<file path="src/rtl/exec_alu_stage_if.sv">
// -----------------------------------------------------------------------------
// exec_alu_stage_if
//   Bundle between the issue side and the execute stage.
//
//   Issue side -> stage : in_valid, alu_op, operand_a, operand_b, dest_reg, wb_en
//   Stage -> issue side : in_ready, busy
//   Stage -> reg file   : reg_write, write_register, write_data
//   Stage -> status     : flag_n, flag_z, flag_c, flag_v
//
//   master : the upstream/driver view (drives the operation, observes results)
//   slave  : the execute stage view
// -----------------------------------------------------------------------------
interface exec_alu_stage_if #(
    parameter int dataWidth    = 64,
    parameter int addressWidth = 5
);
    logic                    in_valid;
    logic                    in_ready;
    logic [3:0]              alu_op;
    logic [dataWidth-1:0]    operand_a;
    logic [dataWidth-1:0]    operand_b;
    logic [addressWidth-1:0] dest_reg;
    logic                    wb_en;
    logic                    reg_write;
    logic [addressWidth-1:0] write_register;
    logic [dataWidth-1:0]    write_data;
    logic                    flag_n;
    logic                    flag_z;
    logic                    flag_c;
    logic                    flag_v;
    logic                    busy;

    modport master (
        output in_valid, alu_op, operand_a, operand_b, dest_reg, wb_en,
        input  in_ready, reg_write, write_register, write_data,
        input  flag_n, flag_z, flag_c, flag_v, busy
    );

    modport slave (
        input  in_valid, alu_op, operand_a, operand_b, dest_reg, wb_en,
        output in_ready, reg_write, write_register, write_data,
        output flag_n, flag_z, flag_c, flag_v, busy
    );
endinterface

</file>
<file path="src/rtl/exec_alu_stage.sv">
// -----------------------------------------------------------------------------
// exec_alu_stage
//   Execute stage behind the register file. Takes the two read operands plus
//   decoded control, computes the ALU result and drives the register file
//   write port one cycle after acceptance. Writes to ZERO_REG (XZR) update
//   write_data and flags but never strobe reg_write.
//
//   Ports:
//     clock   : rising-edge clock
//     reset_n : asynchronous active-low reset
//     bus     : exec_alu_stage_if.slave (handshake, operands, write port, NZCV, busy)
//
//   Build option:
//     EXEC_MUL_EN - when defined, op 1000 runs a 64-iteration shift/add
//                   multiplier (IDLE/MUL_RUN FSM) and stalls upstream via
//                   in_ready. When undefined, op 1000 is an unknown op and
//                   in_ready/busy are tied to 1/0.
// -----------------------------------------------------------------------------
module exec_alu_stage #(
    parameter int dataWidth    = 64,
    parameter int addressWidth = 5,
    parameter int ZERO_REG     = 31
) (
    input logic              clock,
    input logic              reset_n,
    exec_alu_stage_if.slave  bus
);
    localparam logic [3:0] OP_AND  = 4'b0000;
    localparam logic [3:0] OP_ORR  = 4'b0001;
    localparam logic [3:0] OP_ADD  = 4'b0010;
    localparam logic [3:0] OP_SUB  = 4'b0110;
    localparam logic [3:0] OP_PASS = 4'b0111;
    localparam logic [3:0] OP_NOR  = 4'b1100;
    localparam int         MSB     = dataWidth - 1;

    logic [dataWidth-1:0]    writeDataQ, writeDataD;
    logic [addressWidth-1:0] writeRegQ, writeRegD;
    logic                    regWriteQ, regWriteD;
    // Flags packed as {N, Z, C, V}
    logic [3:0]              flagsQ, flagsD;

    logic                    accept;
    logic [dataWidth:0]      addSum;
    logic [dataWidth:0]      subSum;
    logic [dataWidth-1:0]    aluResult;
    logic                    aluC;
    logic                    aluV;
    logic                    aluKnown;

    logic                    isMul;
    logic                    mulDone;
    logic [dataWidth-1:0]    mulResult;
    logic [addressWidth-1:0] mulDest;
    logic                    mulWb;

    assign accept = bus.in_valid && bus.in_ready;

    // Extra top bit of each sum is the carry-out; SUB is a + ~b + 1 so its
    // carry means "no borrow".
    assign addSum = {1'b0, bus.operand_a} + {1'b0, bus.operand_b};
    assign subSum = {1'b0, bus.operand_a} + {1'b0, ~bus.operand_b} + {{dataWidth{1'b0}}, 1'b1};

    // Single-cycle ALU. Unknown codes (including MUL when the multiplier is
    // not built) give result 0 and force all flags to 0, so Z is not derived
    // from the zero result for them.
    always_comb begin
        aluResult = '0;
        aluC      = 1'b0;
        aluV      = 1'b0;
        aluKnown  = 1'b1;
        case (bus.alu_op)
            OP_AND:  aluResult = bus.operand_a & bus.operand_b;
            OP_ORR:  aluResult = bus.operand_a | bus.operand_b;
            OP_ADD: begin
                aluResult = addSum[MSB:0];
                aluC      = addSum[dataWidth];
                aluV      = (bus.operand_a[MSB] == bus.operand_b[MSB]) &&
                            (addSum[MSB] != bus.operand_a[MSB]);
            end
            OP_SUB: begin
                aluResult = subSum[MSB:0];
                aluC      = subSum[dataWidth];
                aluV      = (bus.operand_a[MSB] != bus.operand_b[MSB]) &&
                            (subSum[MSB] != bus.operand_a[MSB]);
            end
            OP_PASS: aluResult = bus.operand_b;
            OP_NOR:  aluResult = ~(bus.operand_a | bus.operand_b);
            default: aluKnown  = 1'b0;
        endcase
    end

`ifdef EXEC_MUL_EN
    localparam logic [3:0] OP_MUL   = 4'b1000;
    localparam int         CNT_W    = $clog2(dataWidth);
    localparam logic [CNT_W-1:0] LAST_COUNT = CNT_W'(dataWidth - 1);

    typedef enum logic {IDLE, MUL_RUN} state_t;

    state_t                  stateQ, stateD;
    logic [dataWidth-1:0]    mcandQ, mcandD;
    logic [dataWidth-1:0]    mplierQ, mplierD;
    logic [dataWidth-1:0]    accQ, accD;
    logic [dataWidth-1:0]    accStep;
    logic [CNT_W-1:0]        countQ, countD;
    logic [addressWidth-1:0] mulDestQ, mulDestD;
    logic                    mulWbQ, mulWbD;

    assign bus.in_ready = (stateQ == IDLE);
    assign bus.busy     = (stateQ == MUL_RUN);

    // The final iteration's add is folded straight into the written result so
    // the write lands on the same edge the counter wraps.
    assign accStep   = mplierQ[0] ? (accQ + mcandQ) : accQ;
    assign isMul     = (bus.alu_op == OP_MUL);
    assign mulDone   = (stateQ == MUL_RUN) && (countQ == LAST_COUNT);
    assign mulResult = accStep;
    assign mulDest   = mulDestQ;
    assign mulWb     = mulWbQ;

    // Multiplier FSM: latch operands on a MUL transfer, then one shift/add
    // step per cycle until the counter wraps.
    always_comb begin
        stateD   = stateQ;
        mcandD   = mcandQ;
        mplierD  = mplierQ;
        accD     = accQ;
        countD   = countQ;
        mulDestD = mulDestQ;
        mulWbD   = mulWbQ;
        case (stateQ)
            IDLE: begin
                if (accept && isMul) begin
                    mcandD   = bus.operand_a;
                    mplierD  = bus.operand_b;
                    accD     = '0;
                    countD   = '0;
                    mulDestD = bus.dest_reg;
                    mulWbD   = bus.wb_en;
                    stateD   = MUL_RUN;
                end
            end
            MUL_RUN: begin
                accD    = accStep;
                mcandD  = mcandQ << 1;
                mplierD = mplierQ >> 1;
                countD  = countQ + CNT_W'(1);
                if (countQ == LAST_COUNT) begin
                    stateD = IDLE;
                end
            end
            default: stateD = IDLE;
        endcase
    end

    // Multiplier state; a reset mid-run simply drops the operation.
    always_ff @(posedge clock or negedge reset_n) begin
        if (!reset_n) begin
            stateQ   <= IDLE;
            mcandQ   <= '0;
            mplierQ  <= '0;
            accQ     <= '0;
            countQ   <= '0;
            mulDestQ <= '0;
            mulWbQ   <= 1'b0;
        end else begin
            stateQ   <= stateD;
            mcandQ   <= mcandD;
            mplierQ  <= mplierD;
            accQ     <= accD;
            countQ   <= countD;
            mulDestQ <= mulDestD;
            mulWbQ   <= mulWbD;
        end
    end
`else
    assign bus.in_ready = 1'b1;
    assign bus.busy     = 1'b0;
    assign isMul        = 1'b0;
    assign mulDone      = 1'b0;
    assign mulResult    = '0;
    assign mulDest      = '0;
    assign mulWb        = 1'b0;
`endif

    // Write-port/flag update: either a multiply completing or a single-cycle
    // transfer (the two never coincide because in_ready is low while the
    // multiplier runs). Otherwise everything holds and reg_write drops.
    always_comb begin
        writeDataD = writeDataQ;
        writeRegD  = writeRegQ;
        flagsD     = flagsQ;
        regWriteD  = 1'b0;
        if (mulDone) begin
            writeDataD = mulResult;
            writeRegD  = mulDest;
            flagsD     = {mulResult[MSB], (mulResult == '0), 1'b0, 1'b0};
            regWriteD  = mulWb && (mulDest != addressWidth'(ZERO_REG));
        end else if (accept && !isMul) begin
            writeDataD = aluResult;
            writeRegD  = bus.dest_reg;
            flagsD     = aluKnown ? {aluResult[MSB], (aluResult == '0), aluC, aluV} : 4'b0000;
            regWriteD  = bus.wb_en && (bus.dest_reg != addressWidth'(ZERO_REG));
        end
    end

    // Output registers for the write port and NZCV.
    always_ff @(posedge clock or negedge reset_n) begin
        if (!reset_n) begin
            writeDataQ <= '0;
            writeRegQ  <= '0;
            regWriteQ  <= 1'b0;
            flagsQ     <= 4'b0000;
        end else begin
            writeDataQ <= writeDataD;
            writeRegQ  <= writeRegD;
            regWriteQ  <= regWriteD;
            flagsQ     <= flagsD;
        end
    end

    assign bus.reg_write      = regWriteQ;
    assign bus.write_register = writeRegQ;
    assign bus.write_data     = writeDataQ;
    assign bus.flag_n         = flagsQ[3];
    assign bus.flag_z         = flagsQ[2];
    assign bus.flag_c         = flagsQ[1];
    assign bus.flag_v         = flagsQ[0];
endmodule

</file>
<file path="src/flat_wrapper.sv">
// flat-port wrapper written by rule: the top's interface ports become plain ports
module exec_alu_stage_flat 
#(
    parameter int dataWidth    = 64,
    parameter int addressWidth = 5,
    parameter int ZERO_REG     = 31
)
  (clock, reset_n, bus_in_valid, bus_alu_op, bus_operand_a, bus_operand_b, bus_dest_reg, bus_wb_en, bus_in_ready, bus_reg_write, bus_write_register, bus_write_data, bus_flag_n, bus_flag_z, bus_flag_c, bus_flag_v, bus_busy);
  exec_alu_stage_if #(.dataWidth(dataWidth), .addressWidth(addressWidth)) bus_i ();
  input logic clock;
  input logic reset_n;
  input wire logic [$bits(bus_i.in_valid)-1:0] bus_in_valid;
  input wire logic [$bits(bus_i.alu_op)-1:0] bus_alu_op;
  input wire logic [$bits(bus_i.operand_a)-1:0] bus_operand_a;
  input wire logic [$bits(bus_i.operand_b)-1:0] bus_operand_b;
  input wire logic [$bits(bus_i.dest_reg)-1:0] bus_dest_reg;
  input wire logic [$bits(bus_i.wb_en)-1:0] bus_wb_en;
  output wire logic [$bits(bus_i.in_ready)-1:0] bus_in_ready;
  output wire logic [$bits(bus_i.reg_write)-1:0] bus_reg_write;
  output wire logic [$bits(bus_i.write_register)-1:0] bus_write_register;
  output wire logic [$bits(bus_i.write_data)-1:0] bus_write_data;
  output wire logic [$bits(bus_i.flag_n)-1:0] bus_flag_n;
  output wire logic [$bits(bus_i.flag_z)-1:0] bus_flag_z;
  output wire logic [$bits(bus_i.flag_c)-1:0] bus_flag_c;
  output wire logic [$bits(bus_i.flag_v)-1:0] bus_flag_v;
  output wire logic [$bits(bus_i.busy)-1:0] bus_busy;
  assign bus_i.in_valid = bus_in_valid;
  assign bus_i.alu_op = bus_alu_op;
  assign bus_i.operand_a = bus_operand_a;
  assign bus_i.operand_b = bus_operand_b;
  assign bus_i.dest_reg = bus_dest_reg;
  assign bus_i.wb_en = bus_wb_en;
  assign bus_in_ready = bus_i.in_ready;
  assign bus_reg_write = bus_i.reg_write;
  assign bus_write_register = bus_i.write_register;
  assign bus_write_data = bus_i.write_data;
  assign bus_flag_n = bus_i.flag_n;
  assign bus_flag_z = bus_i.flag_z;
  assign bus_flag_c = bus_i.flag_c;
  assign bus_flag_v = bus_i.flag_v;
  assign bus_busy = bus_i.busy;
  exec_alu_stage #(.dataWidth(dataWidth), .addressWidth(addressWidth), .ZERO_REG(ZERO_REG)) u_core (.clock(clock), .reset_n(reset_n), .bus(bus_i));
endmodule
</file>
<file path="config.mk">
export PLATFORM = sky130hd
export DESIGN_NAME = exec_alu_stage_flat
export DESIGN_NICKNAME = d
export VERILOG_FILES = /design/src/rtl/exec_alu_stage_if.sv /design/src/rtl/exec_alu_stage.sv /design/src/flat_wrapper.sv
export SDC_FILE = /design/constraint.sdc
export NUM_CORES = 1
export LEC_CHECK = 0
export ABC_AREA = 0
export CORE_ASPECT_RATIO = 0.9
export CORE_UTILIZATION = 50
export CTS_CLUSTER_DIAMETER = 60
export CTS_CLUSTER_SIZE = 20
export DETAILED_ROUTE_END_ITERATION = 12
export PLACE_DENSITY = 0.71
export REMOVE_ABC_BUFFERS = 1
export SLEW_MARGIN = 30
export SYNTH_ARGS = -nofsm -noshare
export SYNTH_HDL_FRONTEND = slang
export SYNTH_SLANG_ARGS = --single-unit
</file>
<file path="constraint.sdc">
create_clock -name clock -period 1.5 [get_ports clock]
set_input_delay 0.225 -clock clock [delete_from_list [all_inputs] [get_ports clock]]
set_output_delay 0.225 -clock clock [all_outputs]
set_load 0.005 [all_outputs]
</file>
==> results of run 1 <==
[kinds of logic after synthesis]
family | after synthesis | synth area share, %
adder cells (fa/ha/maj) | 205 | 16.50
buffers and inverters | 351 | 9.835
flip-flops | 73 | 11.68
other | 2 | 0.04803
multiplexers | 33 | 2.233
XOR/XNOR | 28 | 1.568
AND/OR/NAND/NOR | 729 | 22.38
AO/OA/AOI/OAI | 804 | 35.75
[Yosys cell counts (41+ instances only)]
library cell | instances | area, um^2
nand4_1 | 41 | 256.5
nand3_1 | 45 | 225.2
inv_1 | 205 | 769.5
o21ai_0 | 124 | 620.6
a221oi_1 | 46 | 402.9
clkbuf_1 | 65 | 244.0
ha_1 | 203 | 2540
nand2_1 | 191 | 716.9
nor3_1 | 65 | 325.3
a21o_1 | 42 | 315.3
a21oi_1 | 229 | 1146
nor2_1 | 222 | 833.3
dfrtp_1 | 73 | 1827
[through the flow]
stage / util [%] / instance area [um^2] / hold slack, ps
after detailed placement: 80.59 / 24850 / 161.5
after global placement: 80.59 / 24850 / 156.1
after floorplan: - / 14900 / -70.59
==> impl_metrics.ini, run 1 <==
[logic_synthesis]
ys_ff_latch = 73
syn_area_per_cell_um2 = 7.027
ys_seq_area_share_pct = 11.68
synth_ff_type = dfrtp_1
synth_cell_types = 112
synth_edf_count = 0
synthCells = 2225
netlist_area_um2 = 15630
async_flop_share_pct = 100.0
yosysWarnings = 0

[placed_design]
port_buffers = 214
gp_congestion = 1.176
dp_cells = 3660
dp_hpwl_um = 66830
pre_cts_ws_ps = -3133

[clocking]
clockBufferDepth = 2
postCtsHoldBufs = 1
cts-root-buf = clkbuf_16
cts_made_buffers = 9
clock-sinks = 73
htreeDepth = 3
post_cts_buffers = 219
cts_resized = 1258

[run_status]
lastStage = 4_1_cts
outcome = aborted with a tool error
error = [ERROR DPL-0033] detailed placement checks failed during check placement.

[floorplan]
ioPinCount = 217
die_w_um = 188.4
initial_core_util_pct = 50.71
num_rows = 61
chipHeight_um = 169.8
==> run 2, diff against run 1 <==
--- a/config.mk
+++ b/config.mk
@@ -6,12 +6,9 @@
 export NUM_CORES = 1
 export LEC_CHECK = 0
 export ABC_AREA = 0
-export CORE_ASPECT_RATIO = 0.9
-export CORE_UTILIZATION = 50
-export CTS_CLUSTER_DIAMETER = 60
-export CTS_CLUSTER_SIZE = 20
+export CORE_UTILIZATION = 35
 export DETAILED_ROUTE_END_ITERATION = 12
-export PLACE_DENSITY = 0.71
+export PLACE_DENSITY_LB_ADDON = 0.15
 export REMOVE_ABC_BUFFERS = 1
 export SLEW_MARGIN = 30
 export SYNTH_ARGS = -nofsm -noshare
==> impl_metrics.ini, run 2 <==
[routing]
remaining_drc_errors = 0
wirelength_um = 101100
ant_nets = 0
wl_per_cell_um = 24.06
num_vias = 24710
drtIter0Drc = 2608
drtPass1Iterations = 8
viasPerCell = 5.880

[setup_path]
crit_type = in -> reg
crit_path_end_kind = register
critPathRequiredTime_ps = 1830
rrSetupSlack_ps = 520
start_kind = input port
worstPathArrival_ps = 4090
rr_worst_depth = 2
r2r_end = u_core.bus.write_data[32]$_DFFE_PN0P_
worstPathMaxFanout = 3
rr_startpoint = u_core.bus.write_data[32]$_DFFE_PN0P_

[logic_synthesis]
synth_edf_count = 0
synth_ff_type = dfrtp_1
ys_seq_area_share_pct = 11.68
synth_most_common_cell = a21oi_1
async_flop_share_pct = 100.0
synth_top_area_share_pct = 16.25
syn_area_per_cell_um2 = 7.027
synthCells = 2225
synth_cell_types = 112
yosys.area.top_type = ha_1
yosysWarnings = 0
ys_ff_latch = 73
yosys-top-cells-count = a21oi_1 (229), nor2_1 (222), inv_1 (205)
yosys-top-cells-area = ha_1 (16%), dfrtp_1 (12%), a21oi_1 (7.3%), nor2_1 (5.3%), inv_1 (4.9%)
netlist_area_um2 = 15630

[floorplan]
die_area_um2 = 45520
core_um2 = 44120
initial_core_util_pct = 35.43
num_rows = 77
ioPinCount = 217
chipHeight_um = 213.4
die_w_um = 213.4

[power_and_ir_drop]
p_per_area_nw_per_um2 = 549.9
p_total_mw = 18.41
p_leak_nw = 15.58
ir_drop_uv = 684.6

[clocking]
cts_made_buffers = 9
htreeDepth = 3
cts_tree = built
clk_latency_ps = 380
cts.clk_slew.worst_paths_ps = 80
cts-root-buf = clkbuf_16
clock-sinks = 73
clockBufferDepth = 2

[timing]
finalClockSkew_ps = 0
fin_ws_ps = -2263
worst_pin_slew_ps = 800.7
setup_viol = 68
hold_violations = 0
drv_slew = 0
fmax_ghz = 0.2657
fin_crit_sh_pct = 250.9
layout_min_cycle_time_ps = 3763
rsz0062_at_grt = yes
slew_headroom_pct = 46.62
timing.hold.ws_ps = 276.0
fin_tns_setup_ps = -85730

[global_routing]
antenna_found_initial = 2
grt_max_degree = 84
grt_pass1_wl_um = 144400
overflow = 0
grt_usage_pct = 41.87
grt_pass1_vias = 24260

[layout]
area_growth_pct = 114.1
final_cell_mix = buf_4 (1063), buf_6 (223), nor2_1 (174)
largest_reg_flops = 63
nFillCells = 3207
fin_cells = 4203
finish.utilization_pct = 75.87
fin_nets = 3950
drive_above_1_share_pct = 60.18
layout_commonest_cell = buf_4
fin_area_um2 = 33480

[placed_design]
dp_hpwl_um = 74490
dp_cells = 3910
port_buffers = 214
dpl-instance-area_um2 = 25610
pre_cts_ws_ps = -3391
gp_congestion = 1.040

[run_status]
violations = negative setup slack
outcome = finished, violations left

[min_path]
hold_depth = 4
whs_endpoint = u_core.bus.write_data[0]$_DFFE_PN0P_
min_from = bus_in_valid
min_path_type = in -> reg

[flow_run]
maxCapViolCount = 0
==> run 2: cell counts after synthesis <==
No cell type changed its count.
==> run 2: worst max path at each step <==
stage,from,end,cells past startpoint
after floorplan,bus_alu_op[1],u_core.flagsQ[2]$_DFFE_PN0P_,11
after global placement,bus_operand_b[24],u_core.flagsQ[2]$_DFFE_PN0P_,21
after detailed placement,bus_operand_b[27],u_core.flagsQ[2]$_DFFE_PN0P_,22
after CTS,bus_operand_a[0],u_core.flagsQ[2]$_DFFE_PN0P_,22
after global routing,bus_operand_a[0],u_core.flagsQ[2]$_DFFE_PN0P_,21
final,bus_operand_a[0],u_core.flagsQ[2]$_DFFE_PN0P_,21
==> run 2: kinds of logic after synthesis <==
logic type / synth area share, %
AND/OR/NAND/NOR: 22.38
AO/OA/AOI/OAI: 35.75
XOR/XNOR: 1.568
adder cells (fa/ha/maj): 16.50
buffers and inverters: 9.835
flip-flops: 11.68
multiplexers: 2.233
other: 0.04803
==> run 2: final cells by class <==
| class | count | area (um^2) | share of cell area [%] |
|---|---|---|---|
| well taps | 592 | 740.7 | 2.213 |
| multi-input cells | 1801 | 16870 | 50.38 |
| flip-flops and latches | 73 | 1829 | 5.464 |
| repair buffers | 1506 | 12890 | 38.49 |
| inverters | 213 | 875.8 | 2.616 |
| clock inverters | 5 | 41.29 | 0.1233 |
| clock buffers | 11 | 232.7 | 0.6951 |
| diodes | 2 | 5.005 | 0.01495 |
==> run 2: layer usage <==
metal | vias to the layer above | GRT usage [%] | part of all wire [%]
met2 | 1442 | 69.02 | 45
met4 | 0 | 18.50 | 6.1
met3 | 439 | 6.180 | 8.6
met5 | - | 0 | 0
met1 | 11890 | 54.03 | 40
li1 | 10950 | - | -
==> run 2: worst max-delay path, cell delays in order <==
cell	delay [ps]
buf_8	80
buf_6	90
ha_4	120
inv_2	40
fa_2	360
nand2b_4	160
a21o_1	200
a21o_1	210
a311oi_2	350
buf_4	190
buf_6	90
o2111ai_4	150
a21oi_4	270
o31ai_4	130
o21ai_2	230
mux2i_2	300
o211ai_1	160
a2111oi_2	390
buf_4	190
nand4_1	80
o21ai_1	80
==> run 2: power by group <==
group / switching, mW / internal, mW / leakage [nW]
clock network: 1.10 / 1.13 / 0.126
registers: 0.181 / 2.22 / 0.887
logic: 6.85 / 6.93 / 14.6
==> run 2: timing repair <==
item / 4_1_cts / 5_1_grt
buffers inserted: 219 / 142
gates cloned: 1 / 1
pin swaps: 297 / 250
hold buffers: 1 / 0
setup endpoints to repair: 94 / 96
endpoints found under the hold margin: 20 / 0
gates resized for setup: 1295 / 410
Power figures use the tool's default switching activity.
